--- src/rtl/video_pkg.sv ---
// Shared definitions for the raster timing generator: axis totals, test pattern
// encodings and a few standard mode parameter sets.
package video_pkg;

    typedef enum logic [1:0] {
        PAT_BLACK = 2'd0,
        PAT_CHECK = 2'd1,
        PAT_BARS  = 2'd2,
        PAT_RAMP  = 2'd3
    } pattern_t;

    typedef struct packed {
        int unsigned active;
        int unsigned fp;
        int unsigned sync;
        int unsigned bp;
    } axis_t;

    typedef struct packed {
        axis_t h;
        axis_t v;
    } mode_t;

    localparam mode_t MODE_256X224 = '{h: '{256, 24, 32, 72}, v: '{224, 16, 8, 16}};
    localparam mode_t MODE_320X240 = '{h: '{320, 24, 32, 48}, v: '{240, 4, 3, 15}};
    localparam mode_t MODE_640X480 = '{h: '{640, 16, 96, 48}, v: '{480, 10, 2, 33}};

    function automatic int unsigned axis_total(input int unsigned active, input int unsigned fp,
                                               input int unsigned sync, input int unsigned bp);
        return active + fp + sync + bp;
    endfunction

    function automatic int unsigned h_total(input mode_t m);
        return axis_total(m.h.active, m.h.fp, m.h.sync, m.h.bp);
    endfunction

    function automatic int unsigned v_total(input mode_t m);
        return axis_total(m.v.active, m.v.fp, m.v.sync, m.v.bp);
    endfunction

    // First pixel index of colour bar k: smallest h with h*8/active >= k.
    function automatic int unsigned bar_threshold(input int unsigned k, input int unsigned active);
        return (k * active + 7) / 8;
    endfunction

endpackage

--- src/rtl/video_axis_counter.sv ---
// One raster axis: wrapping position counter with registered blank/sync flags.
// Also exposes the next-state count/blank so the top can register aligned outputs.
module video_axis_counter #(
    parameter int unsigned TOTAL  = 384,
    parameter int unsigned ACTIVE = 256,
    parameter int unsigned FP     = 24,
    parameter int unsigned SYNC   = 32,
    parameter int unsigned CNT_W  = 10
) (
    input  logic             clk,
    input  logic             reset,
    input  logic             inc,
    output logic [CNT_W-1:0] cnt,
    output logic             blank,
    output logic             sync,
    output logic             wrap,
    output logic [CNT_W-1:0] cnt_nxt,
    output logic             blank_nxt
);

    localparam logic [CNT_W-1:0] LAST       = CNT_W'(TOTAL - 1);
    localparam logic [CNT_W-1:0] ACT_END    = CNT_W'(ACTIVE);
    localparam logic [CNT_W-1:0] SYNC_START = CNT_W'(ACTIVE + FP);
    localparam logic [CNT_W-1:0] SYNC_END   = CNT_W'(ACTIVE + FP + SYNC);

    logic sync_nxt;

    assign wrap = (cnt == LAST);

    always_comb begin
        cnt_nxt = cnt;
        if (inc) begin
            cnt_nxt = wrap ? '0 : cnt + CNT_W'(1);
        end
        blank_nxt = (cnt_nxt >= ACT_END);
        sync_nxt  = (cnt_nxt >= SYNC_START) && (cnt_nxt < SYNC_END);
    end

    always_ff @(posedge clk) begin
        if (reset) begin
            cnt   <= LAST;
            blank <= 1'b1;
            sync  <= 1'b0;
        end else begin
            cnt   <= cnt_nxt;
            blank <= blank_nxt;
            sync  <= sync_nxt;
        end
    end

endmodule

--- src/rtl/video_timing_gen.sv ---
// Progressive raster timing generator (syncs, blanks, DE, strobes, position).
// Optional test pattern on r/g/b when VIDEO_TIMING_PATTERN_EN is defined.
module video_timing_gen
    import video_pkg::*;
#(
    parameter int unsigned H_ACTIVE = 256,
    parameter int unsigned H_FP     = 24,
    parameter int unsigned H_SYNC   = 32,
    parameter int unsigned H_BP     = 72,
    parameter int unsigned V_ACTIVE = 224,
    parameter int unsigned V_FP     = 16,
    parameter int unsigned V_SYNC   = 8,
    parameter int unsigned V_BP     = 16,
    parameter bit          HS_POL   = 1'b0,
    parameter bit          VS_POL   = 1'b0,
    parameter int unsigned CNT_W    = 10
) (
    input  logic             pclk,
    input  logic             reset,
    input  logic             ce_pix,
    input  logic [1:0]       pattern_sel,
    output logic [CNT_W-1:0] hcnt,
    output logic [CNT_W-1:0] vcnt,
    output logic             hs,
    output logic             vs,
    output logic             hblank,
    output logic             vblank,
    output logic             de,
    output logic             line_start,
    output logic             frame_start,
    output logic             field,
    output logic [7:0]       r,
    output logic [7:0]       g,
    output logic [7:0]       b
);

    localparam int unsigned H_TOTAL = axis_total(H_ACTIVE, H_FP, H_SYNC, H_BP);
    localparam int unsigned V_TOTAL = axis_total(V_ACTIVE, V_FP, V_SYNC, V_BP);

    if (H_TOTAL > 2 ** CNT_W) begin : g_h_range
        $error("video_timing_gen: H_TOTAL exceeds 2**CNT_W");
    end
    if (V_TOTAL > 2 ** CNT_W) begin : g_v_range
        $error("video_timing_gen: V_TOTAL exceeds 2**CNT_W");
    end

    logic             h_sync, v_sync, h_wrap, v_wrap, h_blank_nxt, v_blank_nxt, de_nxt;
    logic [CNT_W-1:0] h_cnt_nxt, v_cnt_nxt;
    logic             unused_bits;

    video_axis_counter #(
        .TOTAL (H_TOTAL),
        .ACTIVE(H_ACTIVE),
        .FP    (H_FP),
        .SYNC  (H_SYNC),
        .CNT_W (CNT_W)
    ) u_h (
        .clk      (pclk),
        .reset    (reset),
        .inc      (ce_pix),
        .cnt      (hcnt),
        .blank    (hblank),
        .sync     (h_sync),
        .wrap     (h_wrap),
        .cnt_nxt  (h_cnt_nxt),
        .blank_nxt(h_blank_nxt)
    );

    // Vertical steps on the same ce_pix cycle the horizontal wraps, so vs only moves at hcnt=0.
    video_axis_counter #(
        .TOTAL (V_TOTAL),
        .ACTIVE(V_ACTIVE),
        .FP    (V_FP),
        .SYNC  (V_SYNC),
        .CNT_W (CNT_W)
    ) u_v (
        .clk      (pclk),
        .reset    (reset),
        .inc      (ce_pix & h_wrap),
        .cnt      (vcnt),
        .blank    (vblank),
        .sync     (v_sync),
        .wrap     (v_wrap),
        .cnt_nxt  (v_cnt_nxt),
        .blank_nxt(v_blank_nxt)
    );

    assign hs     = HS_POL ? h_sync : ~h_sync;
    assign vs     = VS_POL ? v_sync : ~v_sync;
    assign de_nxt = ~h_blank_nxt & ~v_blank_nxt;

    always_ff @(posedge pclk) begin
        if (reset) begin
            de          <= 1'b0;
            line_start  <= 1'b0;
            frame_start <= 1'b0;
            field       <= 1'b0;
        end else begin
            de          <= de_nxt;
            line_start  <= ce_pix & h_wrap;
            frame_start <= ce_pix & h_wrap & v_wrap;
            if (ce_pix & h_wrap & v_wrap) begin
                field <= ~field;
            end
        end
    end

    assign unused_bits = ^{pattern_sel, h_cnt_nxt, v_cnt_nxt};

`ifdef VIDEO_TIMING_PATTERN_EN
    logic [23:0] rgb;
    logic [2:0]  bar_nxt;

    // Bar index via constant thresholds instead of a runtime divide by H_ACTIVE.
    always_comb begin
        bar_nxt = '0;
        for (int unsigned k = 1; k < 8; k++) begin
            if (h_cnt_nxt >= CNT_W'(bar_threshold(k, H_ACTIVE))) begin
                bar_nxt = 3'(k);
            end
        end
    end

    always_ff @(posedge pclk) begin
        if (reset) begin
            rgb <= '0;
        end else if (ce_pix) begin
            if (!de_nxt) begin
                rgb <= '0;
            end else begin
                case (pattern_t'(pattern_sel))
                    PAT_BLACK: rgb <= '0;
                    PAT_CHECK: rgb <= (h_cnt_nxt[3] ^ v_cnt_nxt[3]) ? '1 : '0;
                    PAT_BARS:  rgb <= {{8{bar_nxt[2]}}, {8{bar_nxt[1]}}, {8{bar_nxt[0]}}};
                    PAT_RAMP:  rgb <= {3{8'(h_cnt_nxt)}};
                    default:   rgb <= '0;
                endcase
            end
        end
    end

    assign {r, g, b} = rgb;
`else
    assign r = '0;
    assign g = '0;
    assign b = '0;
`endif

endmodule
--- config.mk ---
export PLATFORM = sky130hd
export DESIGN_NAME = video_timing_gen
export DESIGN_NICKNAME = d
export VERILOG_FILES = /design/src/rtl/video_pkg.sv /design/src/rtl/video_axis_counter.sv /design/src/rtl/video_timing_gen.sv
export SDC_FILE = /design/constraint.sdc
export NUM_CORES = 1
export LEC_CHECK = 0
export ABC_AREA = 1
export CAP_MARGIN = 10
export CORE_UTILIZATION = 43
export CTS_BUF_LIST = sky130_fd_sc_hd__clkbuf_4
export DETAILED_ROUTE_END_ITERATION = 8
export GPL_TIMING_DRIVEN = 1
export MAX_ROUTING_LAYER = met4
export PLACE_DENSITY = 0.88
export SLEW_MARGIN = 20
export SYNTH_ARGS = -nofsm -noshare
export SYNTH_HDL_FRONTEND = slang
export SYNTH_HIERARCHICAL = 1
export SYNTH_SLANG_ARGS = --single-unit
--- constraint.sdc ---
create_clock -name pclk -period 1.9 [get_ports pclk]
set_input_delay 0.285 -clock pclk [delete_from_list [all_inputs] [get_ports pclk]]
set_output_delay 0.285 -clock pclk [all_outputs]
set_load 0.01 [all_outputs]
==> flow_metrics.env <==
export IMPL_clk_latency_ns=0.33
export IMPL_antenna_cells=0
export IMPL_fp_dieW_um=63.6
export IMPL_finalMaxSlewViolations=0
export IMPL_final_core_util_pct=60.5
export IMPL_clk_pin_slew_worst_paths_ns=0.15
export IMPL_final_cells=343
export IMPL_final_layout_net_count=303
export IMPL_timing_hold_violations_final=0
export IMPL_sequential_cell_area_sq_um=567
export IMPL_global_route_usage_total_pct=19.1
export IMPL_grt_max_degree=16
export IMPL_outcome="finished, final reports clean"
export IMPL_number_of_clock_buffers_inserted_by_tritoncts=3
export IMPL_placedCellCount=331
export IMPL_ir_worst_vdd_mv=0.527
export IMPL_cts_htree_levels=1
export IMPL_leakage_power_figure_nw=1.11
export IMPL_drc=0
export IMPL_critical_path_required_ns=2.18
export IMPL_avgSynthCellArea_sq_um=6.91
export IMPL_initial_core_util_pct=44.6
export IMPL_wire_per_inst_um=11.2
export IMPL_port_buffers=30
export IMPL_die_h_um=63.6
export IMPL_crit_slowest_cell="sky130_fd_sc_hd__dfxtp_2"
export IMPL_ys_warn_count=6
export IMPL_area_growth_synth_to_final_pct=35.7
export IMPL_grt_pass1_vias=1455
export IMPL_clock_root_buffer="sky130_fd_sc_hd__clkbuf_4"
export IMPL_cts_hold_buf=0
export IMPL_routed_via_count=1581
export IMPL_max_clock_path_buffers=2
export IMPL_timing_final_crit_period_ns=1.83
export IMPL_timing_critical_path_arrival_ns=2.11
export IMPL_route_detailed_vias_per_inst=4.61
export IMPL_final_layout_size_suffix_gt1_share_pct=26.1
export IMPL_timing_critical_path_fanout_max=5
export IMPL_finish_stage_setup_viols=0
export IMPL_numClockSinks=28
export IMPL_route_final_wire_length_mm=3.83
export IMPL_setup_ws_ns=0.0678
export IMPL_drt_iter0_drc=66
export IMPL_total_half_perimeter_wirelength_after_legalization_and_detailed_placement_mm=2.73
export IMPL_top_level_ports=57
export IMPL_fraction_of_the_cycle_the_final_worst_path_needs_pct=96.4
export IMPL_syn_cell_area_sq_um=1630
export IMPL_ant_nets=0
export IMPL_worstSetupPathType="reg2reg"
export IMPL_multiInputGateArea_sq_um=933
export IMPL_cp_end_kind="flip-flop"
export IMPL_p_total_w=0.00179
export IMPL_hold_class="reg2reg"
export IMPL_gr_total_overflow=0
export IMPL_clock_tree_from_tritoncts="done"
export IMPL_antenna_found_initial=0
export IMPL_grt_pass1_wl_mm=6.09
export IMPL_routabilityCongestion=0.902
export IMPL_rows=22
export IMPL_crit_start_category="flip-flop"
export IMPL_power_density_nw_per_um2=806
export IMPL_drv_cap=0
export IMPL_fill_cells=338
export IMPL_critical_path_max_stage_delay_ns=0.38
export IMPL_floorplan_die_area_sq_um=4040
export IMPL_post_place_ws_ns=-0.0821
export IMPL_timing_critical_path_cells="ha_4, nand2_2, nor2_2, nand2_2, inv_2, nand2_4, inv_6, nand2_2, nor2_4, nand2_2, nand2_2, nand2_2, nor2_4, nand2_2, buf_4, nand4_1"
export IMPL_design_core_area_sq_um=3660
export IMPL_syn_inst=236
export IMPL_fmaxAchievable_ghz=0.546
export IMPL_dr_pass1_iters=5
export IMPL_cp_common_cell="sky130_fd_sc_hd__nand2_2"
export IMPL_finalClockSkew_ns=0.00870
cells in the final DEF, fill, tap and decap left out:
master,count
sky130_fd_sc_hd__conb_1,24
sky130_fd_sc_hd__nand2_2,13
sky130_fd_sc_hd__inv_6,1
sky130_fd_sc_hd__or2_1,2
sky130_fd_sc_hd__dfxtp_1,25
sky130_fd_sc_hd__nand3_1,20
sky130_fd_sc_hd__clkbuf_4,3
sky130_fd_sc_hd__nor3_1,1
sky130_fd_sc_hd__ha_4,1
sky130_fd_sc_hd__nand2_1,51
sky130_fd_sc_hd__xor2_1,2
sky130_fd_sc_hd__nor2_4,6
sky130_fd_sc_hd__inv_1,25
sky130_fd_sc_hd__nand4_1,6
sky130_fd_sc_hd__clkdlybuf4s50_1,30
sky130_fd_sc_hd__clkinv_1,1
sky130_fd_sc_hd__o21ai_0,1
sky130_fd_sc_hd__nand2_4,1
sky130_fd_sc_hd__inv_2,6
sky130_fd_sc_hd__and2_1,1
sky130_fd_sc_hd__o21bai_1,3
sky130_fd_sc_hd__or2_0,1
sky130_fd_sc_hd__ha_1,1
sky130_fd_sc_hd__a21oi_1,1
sky130_fd_sc_hd__nor3_2,2
sky130_fd_sc_hd__nand3_2,6
sky130_fd_sc_hd__o21ai_1,4
sky130_fd_sc_hd__nor2_1,18
sky130_fd_sc_hd__nand3_4,1
sky130_fd_sc_hd__dfxtp_2,2
sky130_fd_sc_hd__nor2_2,7
sky130_fd_sc_hd__buf_4,27
sky130_fd_sc_hd__dfxtp_4,1
sky130_fd_sc_hd__a21o_1,1
layout make-up:
| class | instances | area share (%) |
|---|---|---|
| Clock buffer | 3 | 1.02 |
| Clock inverter | 1 | 0.169 |
| Timing Repair Buffer | 57 | 22.7 |
| Sequential cell | 28 | 25.6 |
| Multi-Input combinational cell | 174 | 42.1 |
| Inverter | 32 | 5.65 |
| Tap cell | 48 | 2.71 |
path summary, 6_finish.rpt:
path / from / end / slack, ns / cells after the start
worst max-delay path: u_h/cnt[1] / u_v/blank / 0.07 / 16
worst min-delay path: field / field / 0.56 / 3
worst max register to register: u_h/cnt[1] / u_v/blank / 0.07 / 16
worst min register to register: field / field / 0.56 / 3
where the power goes:
group          internal [W]  switching (W)  leakage, nW
logic              0.000378       0.000454        0.864
registers          0.000653      0.0000523        0.229
clock network     0.0000771       0.000171       0.0154
total               0.00111       0.000677         1.11
flip-flops by register name, indices dropped and copies added, names as in the netlist:
signal	cells
de	1
field	1
frame_start	1
line_start	1
u_h/blank	1
u_h/cnt	10
u_h/sync	1
u_v/blank	1
u_v/cnt	10
u_v/sync	1
repair_timing:
item	4_1_cts	5_1_grt
endpoints found under the setup margin	2	7
pin swaps	5	15
resized for setup	3	22
buffers inserted	4	4
routing by layer:
metal	up-vias	GRT usage [%]	part of all wire (%)
met4	0	3.41	1.2
li1	809	-	-
met2	37	33.8	53
met1	729	22.1	42
met5	-	-	0
met3	6	4.35	2.9
critical path, delay by kind of cell, from the launching register on:
kind	cells	cell delay (ns)
buffers and inverters	3	0.29
DFF	1	0.38
and+or+nand+nor	12	0.97
adders and majority gates	1	0.14
through the flow:
step	setup TNS, ns	hold WS, ns	instance area [sq um]
after CTS	0	0.543	2120
after detailed placement	-0.0821	0.528	2050
final	0	0.561	2210
after floorplan	0	0.352	1740
after global routing	-0.0957	0.604	2210
after global placement	-0.0277	0.524	2050
(Power assumes the default switching activity.)
